## config.mk

```make
export PLATFORM = sky130hd
export DESIGN_NAME = wb_stage
export DESIGN_NICKNAME = d
export VERILOG_FILES = /design/src/rtl/mips_pkg.sv /design/src/rtl/wb_load_extract.sv /design/src/rtl/wb_stage.sv
export SDC_FILE = /design/constraint.sdc
export NUM_CORES = 1
export LEC_CHECK = 0
export CAP_MARGIN = 20
export CORE_MARGIN = 1
export CORE_UTILIZATION = 44
export CTS_CLUSTER_DIAMETER = 40
export DETAILED_ROUTE_END_ITERATION = 16
export PLACE_DENSITY = 0.77
export SYNTH_ARGS = -nofsm -noshare
export SYNTH_HDL_FRONTEND = slang
export SYNTH_SLANG_ARGS = --single-unit
```

## constraint.sdc

```tcl
create_clock -name clk -period 1.7 [get_ports clk]
set_clock_uncertainty 0.1 [all_clocks]
set_input_delay 0.255 -clock clk [delete_from_list [all_inputs] [get_ports clk]]
set_output_delay 0.255 -clock clk [all_outputs]
set_load 0.01 [all_outputs]
```

## src/rtl/mips_pkg.sv

```systemverilog
// Shared MIPS pipeline types: load formats, register-zero constant and the
// MEM/WB pipeline register layout.
package mips_pkg;

  typedef enum logic [1:0] {
    LM_WORD   = 2'b00,
    LM_HALF_S = 2'b01,
    LM_BYTE_S = 2'b10,
    LM_BYTE_U = 2'b11
  } load_mode_t;

  localparam logic [4:0] REG_ZERO = 5'd0;

  typedef struct packed {
    logic        valid;
    logic        reg_write;
    logic        mem_to_reg;
    load_mode_t  load_mode;
    logic [31:0] alu_result;
    logic [31:0] mem_read_data;
    logic [4:0]  write_register;
  } memwb_t;

endpackage

```

## src/rtl/wb_load_extract.sv

```systemverilog
// Sub-word load formatter: picks the little-endian lane addressed by i_addr
// and sign- or zero-extends it according to the load mode.
module wb_load_extract
  import mips_pkg::*;
(
  input  logic [31:0] i_raw,
  input  logic [1:0]  i_addr,
  input  load_mode_t  i_load_mode,
  output logic [31:0] o_data
);

  logic [7:0]  w_byte;
  logic [15:0] w_half;

  always_comb begin
    w_byte = i_raw[7:0];
    unique case (i_addr)
      2'd0: w_byte = i_raw[7:0];
      2'd1: w_byte = i_raw[15:8];
      2'd2: w_byte = i_raw[23:16];
      2'd3: w_byte = i_raw[31:24];
      default: w_byte = i_raw[7:0];
    endcase
    // Halfword alignment ignores addr[0].
    w_half = i_addr[1] ? i_raw[31:16] : i_raw[15:0];
  end

  always_comb begin
    o_data = i_raw;
    unique case (i_load_mode)
      LM_WORD:   o_data = i_raw;
      LM_HALF_S: o_data = {{16{w_half[15]}}, w_half};
      LM_BYTE_S: o_data = {{24{w_byte[7]}}, w_byte};
      LM_BYTE_U: o_data = {24'd0, w_byte};
      default:   o_data = i_raw;
    endcase
  end

endmodule

```

## src/rtl/wb_stage.sv

```systemverilog
// MIPS write-back stage: MEM/WB register, load/ALU write mux, $0 write mask,
// retired-instruction counter. Define WB_FWD_EN to add the forwarding tap.
module wb_stage
  import mips_pkg::*;
#(
  parameter int CNT_W = 32
) (
  input  logic             clk,
  input  logic             rst_n,
  input  logic             in_stall,
  input  logic             in_flush,
  input  logic             in_valid,
  input  logic             in_RegWrite,
  input  logic             in_MemToReg,
  input  logic [1:0]       in_load_mode,
  input  logic [31:0]      in_alu_result,
  input  logic [31:0]      in_mem_read_data,
  input  logic [4:0]       in_write_register,
  output logic [4:0]       out_write_register,
  output logic [31:0]      out_write_data,
  output logic             out_RegWrite,
  output logic [CNT_W-1:0] retired_count
`ifdef WB_FWD_EN
  ,
  output logic             fwd_valid,
  output logic [4:0]       fwd_register,
  output logic [31:0]      fwd_data
`endif
);

  memwb_t           r_memwb;
  memwb_t           w_next;
  logic [CNT_W-1:0] r_retired;
  logic [31:0]      w_load_data;

  always_comb begin
    w_next                = '0;
    w_next.valid          = in_valid;
    w_next.reg_write      = in_RegWrite;
    w_next.mem_to_reg     = in_MemToReg;
    w_next.load_mode      = load_mode_t'(in_load_mode);
    w_next.alu_result     = in_alu_result;
    w_next.mem_read_data  = in_mem_read_data;
    w_next.write_register = in_write_register;
  end

  // Flush outranks stall; flushed fields are cleared so the port stays quiet.
  always_ff @(posedge clk or negedge rst_n) begin
    if (!rst_n) begin
      r_memwb <= '0;
    end else if (in_flush) begin
      r_memwb <= '0;
    end else if (!in_stall) begin
      r_memwb <= w_next;
    end
  end

  // An instruction retires when it leaves WB, i.e. valid and not held.
  always_ff @(posedge clk or negedge rst_n) begin
    if (!rst_n) begin
      r_retired <= '0;
    end else if (r_memwb.valid && !in_stall) begin
      r_retired <= r_retired + CNT_W'(1);
    end
  end

  wb_load_extract u_load_extract (
    .i_raw       (r_memwb.mem_read_data),
    .i_addr      (r_memwb.alu_result[1:0]),
    .i_load_mode (r_memwb.load_mode),
    .o_data      (w_load_data)
  );

  assign out_write_register = r_memwb.write_register;
  assign out_write_data     = r_memwb.mem_to_reg ? w_load_data : r_memwb.alu_result;
  assign out_RegWrite       = r_memwb.valid & r_memwb.reg_write &
                              (r_memwb.write_register != REG_ZERO);
  assign retired_count      = r_retired;

`ifdef WB_FWD_EN
  assign fwd_valid    = out_RegWrite;
  assign fwd_register = out_write_register;
  assign fwd_data     = out_write_data;
`endif

endmodule

```

# Word-level counts from Yosys, hierarchy flattened
# Cells that the tools add are included.
[word_totals]
ff_bits = 106
input_bits = 78
[op_classes]
n_addsub = 1
n_eq_ne = 7
muxes = 6
bitwise = 2
reduce_logical = 5
[op_table]
columns = ["op", "n"]
rows = [
  ["$mux W74", 2],
  ["$pmux W32 S4", 1],
  ["$add A32 B1 Y32 const B", 1],
  ["$mux W32", 1],
  ["$pmux W8 S4", 1],
  ["$mux W16", 1],
  ["$eq A2 B2 Y1 const B", 4],
  ["$reduce_bool A5 Y1", 1],
  ["$eq A2 B1 Y1 const B", 2],
  ["$logic_not A2 Y1", 2],
  ["$and A1 B1 Y1", 2],
  ["$ne A2 B1 Y1 const B", 1],
  ["$logic_and A1 B1 Y1", 1],
  ["$logic_not A1 Y1", 1],
]

# Logic depth before layout (Yosys ltp)
[depth]
depth_word = 4
mapped_depth = 7

# Modules after synthesis
# Synthesis repeated with hierarchy kept, for this count alone.
[unflattened]
cells_unflattened = 527
area_unflattened_um2 = 5725.5
[modules_own_cells]
columns = ["module", "instances", "cells_per_inst", "area_per_inst_um2"]
rows = [
  ["wb_stage", 1, 414, 4899.7],
  ["wb_load_extract", 1, 113, 825.8],
]

# Worst setup path after synthesis
# Ideal clock, no wire load.
[synth_path]
path_kind = "flip-flop to output port"
from = "register r_memwb[38] (netlist name)"
to = "output port out_write_data[21]"
arrival_ps = 1489
t_required_ps = 1345
slack_ps = -144
path_stages_with_launch = 7
path_buffers = 2
path_cell_list = "dfrtp_1 -> buf_6 -> mux2_4 -> a22oi_4 -> o211ai_4 -> buf_6 -> o22a_1"
[synth_via]
elab_chain_len = 4
[synth_rtl]
columns = ["element", "line", "rtl"]
rows = [
  ["start, declared", "wb_stage.sv:31", "memwb_t r_memwb;"],
  ["start signal, assigned", "wb_stage.sv:54", "r_memwb <= w_next;"],
  ["$eq A2 B2 Y1, or another cell as far along", "wb_load_extract.sv:17", "unique case (i_addr)"],
  ["$pmux W8 S4", "wb_load_extract.sv:17", ""],
  ["$pmux W32 S4 *", "wb_load_extract.sv:30", "unique case (i_load_mode)"],
  ["$mux W32 *", "wb_stage.sv:75", "assign out_write_data = r_memwb.mem_to_reg ? w_load_data : r_memwb.alu_result;"],
  ["end, declared", "wb_stage.sv:20", "output logic [31:0] out_write_data,"],
]
# Every way passes the cells marked *; elsewhere a longest branch is shown, timed or not.

# Final worst setup path
[layout_path]
from = "register r_memwb[38] (netlist name)"
to = "output port out_write_data[17]"
# Same word-level chain as after synthesis.

==> Implementation_results.wiki <==
{| class="wikitable"
! Metric !! Value
|-
| Setup-failing EPs final || 44
|-
| Outcome || finished, violations left
|-
| Die footprint || 12830 um2
|-
| Number of DRC violations after detailed-routing iteration 0 || about 270
|-
| Share of synthesized area occupied by flip-flops and latches || 48.69%
|-
| Deepest clock path buffer count || 2
|-
| Synth top area share || approximately 49%
|-
| Max H-tree Level || 3
|-
| Count of pins over their slew limit || 0
|-
| HPWL after detailed placement || about 11000 um
|-
| Syn. warnings || 0
|-
| Clock input transition at the sequential cells of the worst setup and hold paths || 0.07 ns
|-
| Total inserted antenna cells || 0
|-
| PortBufs || 147
|-
| Terminus of the critical flop-to-flop path || retired_count[16]
|-
| Total global-route track usage || 26.18%
|-
| Total of flip-flops plus latches after synthesis || 106
|-
| Cell type with the highest aggregate area in the netlist || sky130_fd_sc_hd__dfrtp_1
|-
| Remaining antenna violation count || 0
|-
| Core region area || 12060 um2
|-
| Initial antenna violation count || 0
|-
| EDFF count, synth || 0
|-
| Depth of the most critical reg-to-reg path || 5
|-
| Non-filler instance count after layout || roughly 910
|-
| Most common cell after layout, fill and taps aside || sky130_fd_sc_hd__dfrtp_1
|-
| Number of library cell types mapped by synthesis || 45
|-
| Number of violations of the max-capacitance limit || 0
|-
| Failing checks || setup timing
|-
| Minimum setup slack in the final design || -0.7495 ns
|-
| Tcrit/Tclk final || 144.1%
|-
| Fill cells || 900
|-
| Total iterations of the first detailed-routing run || 5
|-
| Number of buffers created by CTS || 9
|-
| Biggest fanout along the worst timing path || 7
|-
| Post-synthesis area per instance || 10.36 um2
|-
| IR Drop Worst-Case VDD || between 0.6 and 0.7 mV
|-
| Slowest cell on the critical path || sky130_fd_sc_hd__dfrtp_1
|-
| Insertion delay to the later sink of the worst-skew pair || 0.36 ns
|-
| Pin count of the biggest net entering global routing || 75
|-
| Leakage Power || between 0.004 and 0.005 uW
|-
| Placed Cells incl. Taps || 854
|-
| Final RePlAce weighted congestion || 0.9306
|-
| Kind of end point of the critical path || primary output
|-
| Class of the tightest hold or removal check || in -> async
|-
| Num Clock Sinks || approximately 110
|-
| Tightest Pin Transition || 0.4109 ns
|-
| Relative area change from synthesis to final layout || 49.27%
|-
| RSZ-0062 raised after global routing || yes
|-
| Overall die width || 113.3 um
|-
| Most frequently used flop master after synthesis || sky130_fd_sc_hd__dfrtp_1
|-
| Remaining global-route overflow || 0
|-
| Critical path start-end classification || reg -> out
|-
| Cell Pwr Density || 799.7 nW/um2
|-
| Clk root buf || sky130_fd_sc_hd__clkbuf_16
|-
| DR vias || 4782
|-
| Height of the die || 113.3 um
|-
| Worst reg2reg startpoint || retired_count[0]
|-
| Critical Path Start Type || register
|-
| Worst-case headroom to the max-slew limit || 72.60%
|-
| Net count after synthesis || 605
|-
| Vias in the first global route || about 4900
|-
| Cell types with the largest area share after synthesis || sky130_fd_sc_hd__dfrtp_1, sky130_fd_sc_hd__mux2i_1, sky130_fd_sc_hd__nor2_1
|-
| Total Power || 6502 uW
|-
| Worst EP required || between 1 and 1.5 ns
|-
| Mapped Area || 5448 um2
|-
| Maximum clock frequency || 0.4082 GHz
|-
| Worst setup slack for register-to-register paths || -0.10 ns
|-
| NumNets Final || 812
|-
| Gate count after technology mapping || 526
|-
| Final Core Density || 67.42%
|-
| Total wirelength of the detailed-routed design || 16390 um
|-
| # IOs || 148
|-
| Ordered list of cells on the worst path || mux2_4 > a22oi_4 > buf_6 > o211ai_4 > clkbuf_16 > o22a_1 > buf_2
|-
| Min cycle time layout || 2.450 ns
|-
| Final Hold Fails || 0
|-
| Count of unresolved DRC violations after routing || 0
|-
| Delay of the slowest cell on the worst path || approximately 0.42 ns
|-
| Fraction of synthesis flops using an asynchronous set or reset pin || 100.0%
|-
| Data arrival at the endpoint of the critical path || 2.09 ns
|-
| Setup tns final || -21.44 ns
|-
| Via-per-instance ratio || 5.278
|-
| Routed length per instance || 18.09 um
|-
| Initial Util || 45.17%
|-
| Clock tree from TritonCTS || done
|-
| Number of rows in the core area || 40
|-
| Proportion of layout cells with a drive suffix above 1 || 24.25%
|-
| Most frequent cells in the layout || sky130_fd_sc_hd__dfrtp_1, sky130_fd_sc_hd__clkdlybuf4s50_1, sky130_fd_sc_hd__nor2_1
|-
| First-pass GRT wire length || 25850 um
|}
worst max-delay path by stage:
| stage | startpoint | to | cells past startpoint |
|---|---|---|---|
| floorplan | r_memwb[38] | out_write_data[21] | 6 |
| global placement | r_memwb[38] | out_write_data[18] | 6 |
| detailed placement | r_memwb[38] | out_write_data[19] | 6 |
| CTS | r_memwb[38] | out_write_data[17] | 7 |
| global route | r_memwb[38] | out_write_data[17] | 7 |
| finish | r_memwb[38] | out_write_data[17] | 7 |
cell type report:
| class | count | area, um2 | share of cell area [%] |
|---|---|---|---|
| Clock buffer | 12 | 266.5 | 3.277 |
| Clock inverter | 4 | 72.57 | 0.8924 |
| Inverter | 6 | 22.52 | 0.2770 |
| Multi-Input combinational cell | 372 | 2710 | 33.33 |
| Sequential cell | 106 | 2659 | 32.70 |
| Tap cell | 168 | 210.2 | 2.585 |
| Timing Repair Buffer | 238 | 2191 | 26.94 |
sequential cells by signal, summed over array words and instances, names as in the netlist:
signal / cells
r_memwb: 69
retired_count: 32
out_write_register: 5
report_power, final:
part	leakage, uW	switching, uW	internal (uW)
registers	0.00141	132	2660
clock network	0.000165	934	1410
logic	0.00243	619	744
total	0.00401	1690	4820
synth_stat cells (3+ instances only):
library cell and n:
sky130_fd_sc_hd__and3_1 9, sky130_fd_sc_hd__nand3_1 19, sky130_fd_sc_hd__buf_2 16, sky130_fd_sc_hd__inv_1 6, sky130_fd_sc_hd__a221oi_1 3, sky130_fd_sc_hd__nor3_1 4, sky130_fd_sc_hd__and2_1 23, sky130_fd_sc_hd__nand2_1 22
sky130_fd_sc_hd__mux2_2 3, sky130_fd_sc_hd__clkbuf_1 19, sky130_fd_sc_hd__xor2_1 5, sky130_fd_sc_hd__nor2_1 87, sky130_fd_sc_hd__nand4_1 18, sky130_fd_sc_hd__o22ai_1 3, sky130_fd_sc_hd__a21oi_1 9, sky130_fd_sc_hd__xnor2_1 26
sky130_fd_sc_hd__dfrtp_1 106, sky130_fd_sc_hd__mux2i_1 77, sky130_fd_sc_hd__buf_4 5, sky130_fd_sc_hd__o21ai_0 10, sky130_fd_sc_hd__o22a_1 24
worst max-delay path: cells and delay by family (launching register included):
family / cells / cell delay [ns]
AO/OA/AOI/OAI: 3 / 0.50
buffers and inverters: 3 / 0.49
flip-flops: 1 / 0.42
multiplexers: 1 / 0.32
metrics by stage:
stage	cell area [um2]	hold WS (ns)	setup slack, ns
2_1_floorplan	5458	-0.1406	-0.1143
3_3_place_gp	7417	-0.04060	-0.6107
3_5_place_dp	7417	-0.03872	-0.6464
4_1_cts	7970	0.1283	-0.7465
5_1_grt	8132	0.1391	-0.8145
6_report	8132	0.1368	-0.7495
cells by family (layout without fill, tap and decap cells):
group	count (synthesis)	in the layout	share of synthesized area (%)
flops	106	106	48.69
xor+xnor	31	31	4.984
simple gates	196	196	17.82
fa+ha+maj	1	1	0.2296
compound gates	63	63	8.934
buf+inv	48	260	4.295
mux	81	81	15.04
routing by layer:
| layer | routed length, um | up-vias | global-route usage (%) |
|---|---|---|---|
| met4 | 360 | 0 | 9.825 |
| met5 | 0 | - | 0 |
| met1 | 7125 | 2354 | 34.81 |
| li1 | - | 2245 | - |
| met2 | 8091 | 155 | 43.35 |
| met3 | 812 | 28 | 3.964 |
what timing repair did:
item                       CTS  global route
pin swaps                   19            25
gates resized for setup    177            24
setup endpoints to repair   54            56
hold buffers                 1             0
buffers inserted            23            13
gates cloned                 2             0
hold endpoints to repair   106             0
No activity file was read; power rests on OpenSTA's default activity.
